<file path="config.mk">
export PLATFORM = sky130hd
export DESIGN_NAME = adc_seqgen
export DESIGN_NICKNAME = d
export VERILOG_FILES = /design/src/rtl/adc_seq_pkg.sv /design/src/rtl/adc_seq_phasecnt.sv /design/src/rtl/adc_seqgen.sv
export SDC_FILE = /design/constraint.sdc
export NUM_CORES = 1
export LEC_CHECK = 0
export CORE_MARGIN = 5
export CORE_UTILIZATION = 52
export CTS_CLUSTER_SIZE = 16
export DETAILED_ROUTE_END_ITERATION = 16
export GPL_TIMING_DRIVEN = 0
export MAX_ROUTING_LAYER = met4
export PLACE_DENSITY = 0.88
export SETUP_SLACK_MARGIN = 0.02
export SYNTH_ARGS = -nofsm -noshare
export SYNTH_HDL_FRONTEND = slang
export SYNTH_SLANG_ARGS = --single-unit
</file>
<file path="constraint.sdc">
create_clock -name clk -period 3.7 [get_ports clk]
set_input_delay 0.74 -clock clk [delete_from_list [all_inputs] [get_ports clk]]
set_output_delay 0.74 -clock clk [all_outputs]
set_load 0.05 [all_outputs]
</file>
<file path="src/rtl/adc_seq_pkg.sv">
// Shared definitions for the SAR conversion sequencer: state encoding and
// default phase configuration.
package adc_seq_pkg;

  typedef enum logic [2:0] {
    ST_IDLE = 3'd0,
    ST_INIT = 3'd1,
    ST_SAMP = 3'd2,
    ST_COMP = 3'd3,
    ST_UPD  = 3'd4
  } seq_state_e;

  localparam int LEN_W_DEF       = 8;
  localparam int DEF_LEN_INIT    = 1;
  localparam int DEF_LEN_SAMP    = 2;
  localparam int DEF_LEN_COMP    = 2;
  localparam int DEF_LEN_UPDATE  = 1;

endpackage

</file>
<file path="src/rtl/adc_seq_phasecnt.sv">
// Loadable phase down-counter. A load of L makes `last` assert L cycles later
// (on the L-th cycle of the phase); L=0 behaves as L=1.
module adc_seq_phasecnt #(
  parameter int LEN_W = 8
) (
  input  logic             clk,
  input  logic             rst,
  input  logic             load,
  input  logic [LEN_W-1:0] load_len,
  output logic             last
);

  logic [LEN_W-1:0] cnt_q, cnt_d;

  always_comb begin
    cnt_d = cnt_q;
    if (load) begin
      cnt_d = (load_len == '0) ? '0 : load_len - LEN_W'(1);
    end else if (cnt_q != '0) begin
      cnt_d = cnt_q - LEN_W'(1);
    end
  end

  always_ff @(posedge clk) begin
    if (rst) begin
      cnt_q <= '0;
    end else begin
      cnt_q <= cnt_d;
    end
  end

  assign last = (cnt_q == '0);

endmodule

</file>
<file path="src/rtl/adc_seqgen.sv">
// SAR conversion sequencer: drives one-hot phase strobes to the ADC, collects
// one comparator decision per bit and offers the word on a valid/ready port.
module adc_seqgen
  import adc_seq_pkg::*;
#(
  parameter int NBITS = 16,
  parameter int LEN_W = LEN_W_DEF
) (
  input  logic             clk,
  input  logic             rst,
  input  logic             start,
  input  logic             cont,
  input  logic [LEN_W-1:0] len_init,
  input  logic [LEN_W-1:0] len_samp,
  input  logic [LEN_W-1:0] len_comp,
  input  logic [LEN_W-1:0] len_update,
  input  logic             comp_out,
  output logic             seq_init,
  output logic             seq_samp,
  output logic             seq_comp,
  output logic             seq_update,
  output logic             busy,
  output logic [NBITS-1:0] result,
  output logic             result_valid,
  input  logic             result_ready,
  output logic             overrun
);

  localparam int IDX_W = (NBITS > 1) ? $clog2(NBITS) : 1;

  seq_state_e       state_q, state_d;
  logic [3:0]       strb_q;
  logic             busy_q;
  logic [LEN_W-1:0] lat_samp_q, lat_comp_q, lat_upd_q;
  logic [IDX_W-1:0] bit_q;
  logic [NBITS-1:0] shreg_q, result_q;
  logic             valid_q, overrun_q;

  logic             ph_load, ph_last;
  logic [LEN_W-1:0] ph_len;
  logic             start_acc, final_upd, begin_init;

  function automatic logic [3:0] strobes_of(input seq_state_e s);
    case (s)
      ST_INIT: strobes_of = 4'b1000;
      ST_SAMP: strobes_of = 4'b0100;
      ST_COMP: strobes_of = 4'b0010;
      ST_UPD:  strobes_of = 4'b0001;
      default: strobes_of = 4'b0000;
    endcase
  endfunction

  adc_seq_phasecnt #(.LEN_W(LEN_W)) u_phasecnt (
    .clk      (clk),
    .rst      (rst),
    .load     (ph_load),
    .load_len (ph_len),
    .last     (ph_last)
  );

  // The counter is reloaded on every phase exit with the length of the phase
  // being entered; INIT always takes its length straight from the input.
  always_comb begin
    start_acc  = (state_q == ST_IDLE) && start;
    final_upd  = (state_q == ST_UPD) && ph_last && (bit_q == '0);
    begin_init = start_acc || (final_upd && cont);
    ph_load    = 1'b0;
    ph_len     = len_init;
    state_d    = state_q;
    case (state_q)
      ST_IDLE: begin
        ph_load = start;
        if (start) state_d = ST_INIT;
      end
      ST_INIT: begin
        ph_load = ph_last;
        ph_len  = lat_samp_q;
        if (ph_last) state_d = ST_SAMP;
      end
      ST_SAMP: begin
        ph_load = ph_last;
        ph_len  = lat_comp_q;
        if (ph_last) state_d = ST_COMP;
      end
      ST_COMP: begin
        ph_load = ph_last;
        ph_len  = lat_upd_q;
        if (ph_last) state_d = ST_UPD;
      end
      ST_UPD: begin
        ph_load = ph_last;
        ph_len  = (bit_q == '0) ? len_init : lat_comp_q;
        if (ph_last) begin
          if (bit_q != '0)  state_d = ST_COMP;
          else if (cont)    state_d = ST_INIT;
          else              state_d = ST_IDLE;
        end
      end
      default: state_d = ST_IDLE;
    endcase
  end

  always_ff @(posedge clk) begin
    if (rst) begin
      state_q    <= ST_IDLE;
      strb_q     <= 4'b0000;
      busy_q     <= 1'b0;
      lat_samp_q <= '0;
      lat_comp_q <= '0;
      lat_upd_q  <= '0;
      bit_q      <= '0;
      result_q   <= '0;
      valid_q    <= 1'b0;
      overrun_q  <= 1'b0;
    end else begin
      state_q <= state_d;
      strb_q  <= strobes_of(state_d);
      busy_q  <= (state_d != ST_IDLE);

      if (begin_init) begin
        lat_samp_q <= len_samp;
        lat_comp_q <= len_comp;
        lat_upd_q  <= len_update;
        bit_q      <= IDX_W'(NBITS - 1);
      end else if (state_q == ST_UPD && ph_last && bit_q != '0) begin
        bit_q <= bit_q - IDX_W'(1);
      end

      // A load in the same cycle as an accept keeps valid high with the new word.
      if (final_upd) begin
        result_q <= shreg_q;
        valid_q  <= 1'b1;
        if (valid_q && !result_ready) overrun_q <= 1'b1;
      end else if (valid_q && result_ready) begin
        valid_q <= 1'b0;
      end

      if (start_acc) overrun_q <= 1'b0;
    end
  end

  always_ff @(posedge clk) begin
    if (state_q == ST_COMP && ph_last) shreg_q[bit_q] <= comp_out;
  end

  assign seq_init     = strb_q[3];
  assign seq_samp     = strb_q[2];
  assign seq_comp     = strb_q[1];
  assign seq_update   = strb_q[0];
  assign busy         = busy_q;
  assign result       = result_q;
  assign result_valid = valid_q;
  assign overrun      = overrun_q;

endmodule

</file>
==> results of run 1 <==
## through the flow
stage	total power [uW]	cells
after CTS	2830	546
final	2840	546
after floorplan	1920	394
after global routing	3000	546
after detailed placement	2200	530
after global placement	2160	530
## cells in the mapped netlist (all sizes together), types with 2 or more instances
cell | count | area share
nor3b | 3 | 0.011
inv | 6 | 0.0065
edfxtp | 16 | 0.14
buf | 11 | 0.019
dfxtp | 62 | 0.36
a21oi | 60 | 0.088
or4 | 2 | 0.0043
a222oi | 7 | 0.020
mux2i | 2 | 0.0057
nand2 | 93 | 0.10
nor3 | 11 | 0.019
nand2b | 4 | 0.0072
a211oi | 2 | 0.0043
o21ai | 3 | 0.0043
nand4 | 4 | 0.0090
a31oi | 3 | 0.0054
clkbuf | 11 | 0.012
and2 | 2 | 0.0036
mux2 | 7 | 0.023
o31ai | 5 | 0.011
xor2 | 3 | 0.0075
ha | 8 | 0.029
nor2 | 34 | 0.037
xnor2 | 8 | 0.020
nor4 | 2 | 0.0036
nor2b | 2 | 0.0036
nand3 | 8 | 0.011
or3b | 3 | 0.0083
## power groups by stage
stage / clock [uW] / sequential, uW / combinational (uW)
2_1_floorplan: 0 / 1120 / 804
3_3_place_gp: 0 / 1070 / 1090
3_5_place_dp: 0 / 1070 / 1130
4_1_cts: 637 / 1060 / 1140
5_1_grt: 666 / 1070 / 1260
6_report: 624 / 1060 / 1160
## layer usage
layer | track usage | vias to the layer above | share of wire
li1 | - | 1518 | -
met1 | 0.278 | 1427 | 0.45
met2 | 0.314 | 160 | 0.46
met3 | 0.0376 | 27 | 0.068
met4 | 0.108 | 0 | 0.031
met5 | - | - | 0
## registers in the layout, summed over array words and instances (netlist names)
| signal | count |
|---|---|
| result | 16 |
| lat_samp_q | 8 |
| u_phasecnt.cnt_q | 8 |
| overrun | 1 |
| strb_q | 4 |
| state_q | 3 |
| busy | 1 |
| lat_comp_q | 8 |
| lat_upd_q | 8 |
| bit_q | 4 |
| result_valid | 1 |
| shreg_q | 16 |
## cell families (layout without fill, tap and decap cells)
kind of cell	count (synthesis)	in the layout	share of synthesized area
compound gates	88	88	0.155
xor+xnor	11	11	0.0277
fa+ha+maj	8	8	0.0287
buf+inv	28	103	0.0377
flops	78	78	0.494
mux	9	9	0.0284
simple gates	172	172	0.228
## worst max path at each step
stage                             start  slack [ps]  cells after the start                  end
floorplan                      bit_q[0]        1150                     10  u_phasecnt.cnt_q[3]
global placement    u_phasecnt.cnt_q[0]         820                      9           result[11]
detailed placement  u_phasecnt.cnt_q[0]         690                      9            result[9]
CTS                 u_phasecnt.cnt_q[0]         670                      9            result[9]
global route        u_phasecnt.cnt_q[0]         430                      9           result[10]
finish                         bit_q[0]         660                     10  u_phasecnt.cnt_q[3]
## area by class of cell
| type | count | area share |
|---|---|---|
| Multi-Input combinational cell | 288 | 0.373 |
| Buffer | 22 | 0.0249 |
| Tap cell | 77 | 0.0221 |
| Clock buffer | 9 | 0.0284 |
| Inverter | 6 | 0.00516 |
| Sequential cell | 78 | 0.394 |
| Clock inverter | 7 | 0.0169 |
| Timing Repair Buffer | 59 | 0.135 |
## critical path, delay by kind of cell (launching register included)
family,cells,cell delay (ps)
AOI/OAI and AO/OA,3,1130
adders and majority gates,1,250
buffers and inverters,2,330
DFF,1,380
and+or+nand+nor,4,810
==> summary.md, run 1 <==
| Metric | Value |
|---|---|
| Post_cts resized | `0` |
| Post-route setup slack | `663 ps` |
| Worst hold path class | `reg2reg` |
| Register area | `roughly 1700 um^2` |
| Hold Crit Start | `result[6]` |
| Gate power share | `0.408` |
| Final Cell Area | `4370 um^2` |
| Routed WL | `8.51 mm` |
| Number of global-route vias before repair | `between 2,000 and 3,000` |
| CP endpoint kind | `register` |
| Mapped Cells | `394` |
| Layout cell share with drive strength beyond 1 | `0.0938` |
| Filler cell count | `between 400 and 500` |
| Core area | `6420 um^2` |
| DIE AREA | `8440 um^2` |
| PD cells | `651 nW/um^2` |
| Pre-antenna DRT Iters | `5` |
| Clock tree buffer depth | `2` |
| Initial antenna violation count | `0` |
| Sw Share | `0.382` |
| Internal cell power | `1760 uW` |
| Worst Setup Start Kind | `register` |
| CTS Hold Bufs | `0` |
| Clock Latency Late Sink | `350 ps` |
| Fin nets | `510` |
| Worst Skew | `9.88 ps` |
| Setup Slack @ Placement | `689 ps` |
| Slowest cell delay on critical path | `760 ps` |
| Worst r2r dst | `u_phasecnt.cnt_q[3]` |
| Pins Over Slew Limit | `0` |
| # IOs | `61` |
| CP Cell Sequence | `inv_1 > ha_1 > or3b_1 > buf_2 > a21oi_2 > a222oi_1 > and4_4 > nand4_2 > a31oi_1 > nor2_1` |
| CTS buffer count | `9` |
| Syn nets | `440` |
| Hold path cells | `2` |
| Crit path max-delay cell type | `a222oi_1` |
| Placed Area | `4170 um^2` |
| Crit share post-route | `0.821` |
| Area occupied by multi-input gates | `1630 um^2` |
| Syn avg cell area | `between 8 and 9 um^2` |
| N_diodes | `0` |
| Maximum vdd drop | `314 uV` |
| Max Cap Violations | `0` |
| FF+latch count, synth | `78` |
| Post-synth top flop | `dfxtp_1` |
| CP arrival | `3260 ps` |
| Sequential share of power | `0.372` |
| Layout area overhead | `25.4%` |
| Worst r2r src | `bit_q[0]` |
| Worst reg-to-reg setup slack | `660 ps` |
| Port-buffer cells | `just under 60` |
| Hold Path Sink | `result[6]` |
| Clk pwr share | `0.219` |
| Postcts setup bufs | `0` |
| Critical path class | `reg2reg` |
| Least-Margin Pin Slew | `between 1000 and 1500 ps` |
| Dpl hpwl | `roughly 6 mm` |
| Hold WS | `454 ps` |
| Die height | `91.8 um` |
| Gr usage total | `0.212` |
| RSZ-0062 raised after global routing | `false` |
| Pleak | `0.00153 uW` |
| DRC Markers | `0` |
| Slew Limit Headroom | `0.317` |
| Leading cell types in the layout, fill and taps excluded | `93 x nand2_1, 62 x dfxtp_1, 59 x clkdlybuf4s50_1` |
| Post-synth ARST share | `0` |
| Final Setup Violations | `0` |
| Status | `finished, final reports clean` |
| Clock Sink Count | `a little under 80` |
| Die W | `91.8 um` |
| Commonest non-fill, non-tap cell in the layout | `nand2_1` |
| FP Rows | `29` |
| Fmax | `0.329 GHz` |
| Largest net degree at the start of global routing | `17` |
| Fin util | `0.680` |
| Total negative setup slack | `0 ps` |
| Reg2Reg Depth | `10` |
| Sequential area share after synthesis | `0.494` |
| Via/cell ratio | `5.74` |
| Worst-path clk slew | `80 ps` |
| Fin crit period | `3040 ps` |
| Post-DRT Antenna Nets | `0` |
| Gpl congestion | `around 0.9` |
| Mapped cell area | `3480 um^2` |
| Final Hold Vio Count | `0` |
| Global route overflow | `0` |
| CTS tree | `built` |
| Initial Util | `0.542` |
| Required @ worst endpoint | `3920 ps` |
| Yosys cell types | `47` |
| Wirelength per Cell | `15.6 um` |
| DR vias | `3,132` |
| P_sw | `1090 uW` |
| Yosys Warn Count | `0` |
| CTS H-tree depth | `3` |
| EDFF count, synth | `16` |
| Root Buffer Master | `clkbuf_8` |
| Top fanout value on the critical path | `8` |
| First-pass GRT wire length | `13.8 mm` |
| Iter 0 DRT Violations | `397` |
Note: power is estimated with default switching activity, not from simulation.
==> inputs of run 2 (changes only) <==
==> constraint.sdc (replaced) <==
create_clock -name clk -period 3.03 [get_ports clk]
set_input_delay 0.606 -clock clk [delete_from_list [all_inputs] [get_ports clk]]
set_output_delay 0.606 -clock clk [all_outputs]
set_load 0.05 [all_outputs]
==> summary.md, run 2 (same netlist as run 1, synthesis figures left out) <==
| Metric | Value |
|---|---|
| CTS Hold Bufs | `0 (unchanged)` |
| Critical path class | `reg2reg (unchanged)` |
| DR vias | `3,156 (was 3,132)` |
| Largest net degree at the start of global routing | `17 (unchanged)` |
| CP Launch Point | `bit_q[0] (unchanged)` |
| Die W | `91.8 um (unchanged)` |
| Required @ worst endpoint | `3310 ps (was 3920 ps)` |
| Initial antenna violation count | `0 (unchanged)` |
| Post-route setup slack | `197 ps (was 663 ps)` |
| Slew Limit Headroom | `0.333 (was 0.317)` |
| Worst Setup Start Kind | `register (unchanged)` |
| Gpl congestion | `0.896 (unchanged)` |
| Dpl hpwl | `6.18 mm (unchanged)` |
| Fin crit period | `2830 ps (was 3040 ps)` |
| Die height | `91.8 um (unchanged)` |
| Core area | `6420 um^2 (unchanged)` |
| Number of global-route vias before repair | `2,913 (was 2,901)` |
| Sw Share | `0.382 (about the same)` |
| FP Rows | `29 (unchanged)` |
| Global route overflow | `0 (unchanged)` |
| Hold Crit Start | `result[6] (unchanged)` |
| Clock Latency Late Sink | `350 ps (about the same)` |
| Crit share post-route | `0.935 (was 0.821)` |
| Wirelength per Cell | `15.8 um (was 15.6 um)` |
| Layout cell share with drive strength beyond 1 | `0.109 (was 0.0938)` |
| Pre-antenna DRT Iters | `6 (was 5)` |
| CTS H-tree depth | `3 (unchanged)` |
| Clk pwr share | `0.217 (was 0.219)` |
| CP arrival | `3110 ps (was 3260 ps)` |
| DRC Markers | `0 (unchanged)` |
| Pins Over Slew Limit | `0 (unchanged)` |
| Met2 WL | `4.04 mm (was 3.88 mm)` |
| Total negative setup slack | `0 ps (unchanged)` |
| Root Buffer Master | `clkbuf_8 (unchanged)` |
| Worst hold path class | `reg2reg (unchanged)` |
| Iter 0 DRT Violations | `419 (was 397)` |
| RSZ-0062 raised after global routing | `false (unchanged)` |
| CTS buffer count | `9 (unchanged)` |
| Clock Sink Count | `78 (unchanged)` |
| Fin nets | `516 (was 510)` |
| Worst Skew | `12.2 ps (was 9.88 ps)` |
| Top sig layer | `met4 (unchanged)` |
| Least-Margin Pin Slew | `992 ps (was 1020 ps)` |
| Worst r2r src | `bit_q[0] (unchanged)` |
| Internal cell power | `2180 uW (was 1760 uW)` |
| Placed insts | `530 (unchanged)` |
| Gate power share | `0.415 (was 0.408)` |
| CP top delay family | `compound AO/OA/AOI/OAI gates (unchanged)` |
| Pleak | `0.00156 uW (was 0.00153 uW)` |
| Met3 wire length | `605 um (was 575 um)` |
| First-pass GRT wire length | `13.9 mm (was 13.8 mm)` |
| Fin util | `0.688 (was 0.680)` |
| Fin cells | `552 (was 546)` |
| CP Cell Sequence | `inv_1 > ha_1 > or3b_1 > buf_2 > a21oi_2 > a222oi_1 > ha_1 > nand3_1 > xor2_1 > nand3_1 > a21oi_1 (was inv_1 > ha_1 > or3b_1 > buf_2 > a21oi_2 > a222oi_1 > and4_4 > nand4_2 > a31oi_1 > nor2_1)` |
| CP endpoint kind | `register (unchanged)` |
| Met1 wire length | `3.76 mm (was 3.79 mm)` |
| P_sw | `1350 uW (was 1090 uW)` |
| Final Hold Vio Count | `0 (unchanged)` |
| Routed WL | `8.72 mm (was 8.51 mm)` |
| # IOs | `61 (unchanged)` |
| Hold WS | `455 ps (was 454 ps)` |
| Sequential share of power | `0.367 (was 0.372)` |
| Worst-path clk slew | `90 ps (was 80 ps)` |
| Top fanout value on the critical path | `8 (unchanged)` |
| Initial Util | `0.542 (unchanged)` |
| Slowest cell delay on critical path | `620 ps (was 760 ps)` |
| Clock tree buffer depth | `2 (unchanged)` |
| Port-buffer cells | `59 (unchanged)` |
| Maximum vdd drop | `365 uV (was 314 uV)` |
| Via/cell ratio | `5.72 (was 5.74)` |
| CTS tree | `built (unchanged)` |
| N_diodes | `0 (unchanged)` |
| Layout area overhead | `26.9% (was 25.4%)` |
| PD cells | `797 nW/um^2 (was 651 nW/um^2)` |
| Critical path buffers and inverters | `2 (unchanged)` |
| Post-DRT Antenna Nets | `0 (unchanged)` |
| Crit path max-delay cell type | `a222oi_1 (unchanged)` |
| Leading cell types in the layout, fill and taps excluded | `93 x nand2_1, 62 x dfxtp_1, 59 x clkdlybuf4s50_1 (unchanged)` |
| Final Setup Violations | `0 (unchanged)` |
| Setup Slack @ Placement | `18.9 ps (was 689 ps)` |
| Max Cap Violations | `0 (unchanged)` |
| Commonest non-fill, non-tap cell in the layout | `nand2_1 (unchanged)` |
| Status | `finished, final reports clean (unchanged)` |
| DIE AREA | `8440 um^2 (unchanged)` |
| Fmax | `0.353 GHz (was 0.329 GHz)` |
| Gr usage total | `0.213 (was 0.212)` |
-- run 2: changes by cell type in the layout (fill, tap and decap cells not counted), sizes merged --
cell / delta
buf: +6
-- run 2: per-layer routing --
layer,vias up,GRT usage
li1,1529,-
met1,1438,0.278
met2,152,0.315
met4,0,0.109
met3,37,0.0401
met5,-,-
-- run 2: path summary, 6_finish.rpt --
check / end / cells past startpoint / slack (ps)
max: u_phasecnt.cnt_q[4] / 11 / 200
min reg2reg: result[6] / 2 / 450
max reg2reg: u_phasecnt.cnt_q[4] / 11 / 200
min: result[6] / 2 / 450
-- run 2: power groups by stage --
stage	Sequential [uW]	Combinational, uW	Clock (uW)
final	1290	1460	766
after global routing	1310	1590	813
after CTS	1290	1390	778
after detailed placement	1310	1380	0
after global placement	1300	1330	0
after floorplan	1360	982	0
-- run 2: timing repair --
action,4_1_cts,5_1_grt
pin swaps,0,4
gates cloned,0,0
setup buffers,0,6
setup endpoints to repair,4,29
gates resized for setup,1,2
-- run 2: cell type report --
| type | count | area [um^2] |
|---|---|---|
| Fill cell | 473 | 2000 |
| Sequential cell | 78 | 1720 |
| Multi-Input combinational cell | 288 | 1640 |
| Timing Repair Buffer | 65 | 636 |
| Clock buffer | 9 | 124 |
| Buffer | 22 | 110 |
| Tap cell | 77 | 96.3 |
| Clock inverter | 7 | 73.8 |
| Inverter | 6 | 22.5 |
-- run 2: per-stage QoR --
step | total power (uW) | cell area [um^2]
5_1_grt | 3720 | 4420
2_1_floorplan | 2340 | 3480
3_5_place_dp | 2690 | 4170
3_3_place_gp | 2630 | 4170
4_1_cts | 3460 | 4370
6_report | 3520 | 4420
-- run 2: worst reg2reg max path: cells and delay by family (launching register included) --
family                     cells  cell delay [ps]
AOI/OAI and AO/OA              3              900
xor gates and xnor gates       1              160
adders and majority gates      2              570
buffers and inverters          2              330
DFF                            1              390
and+or+nand+nor                3              420
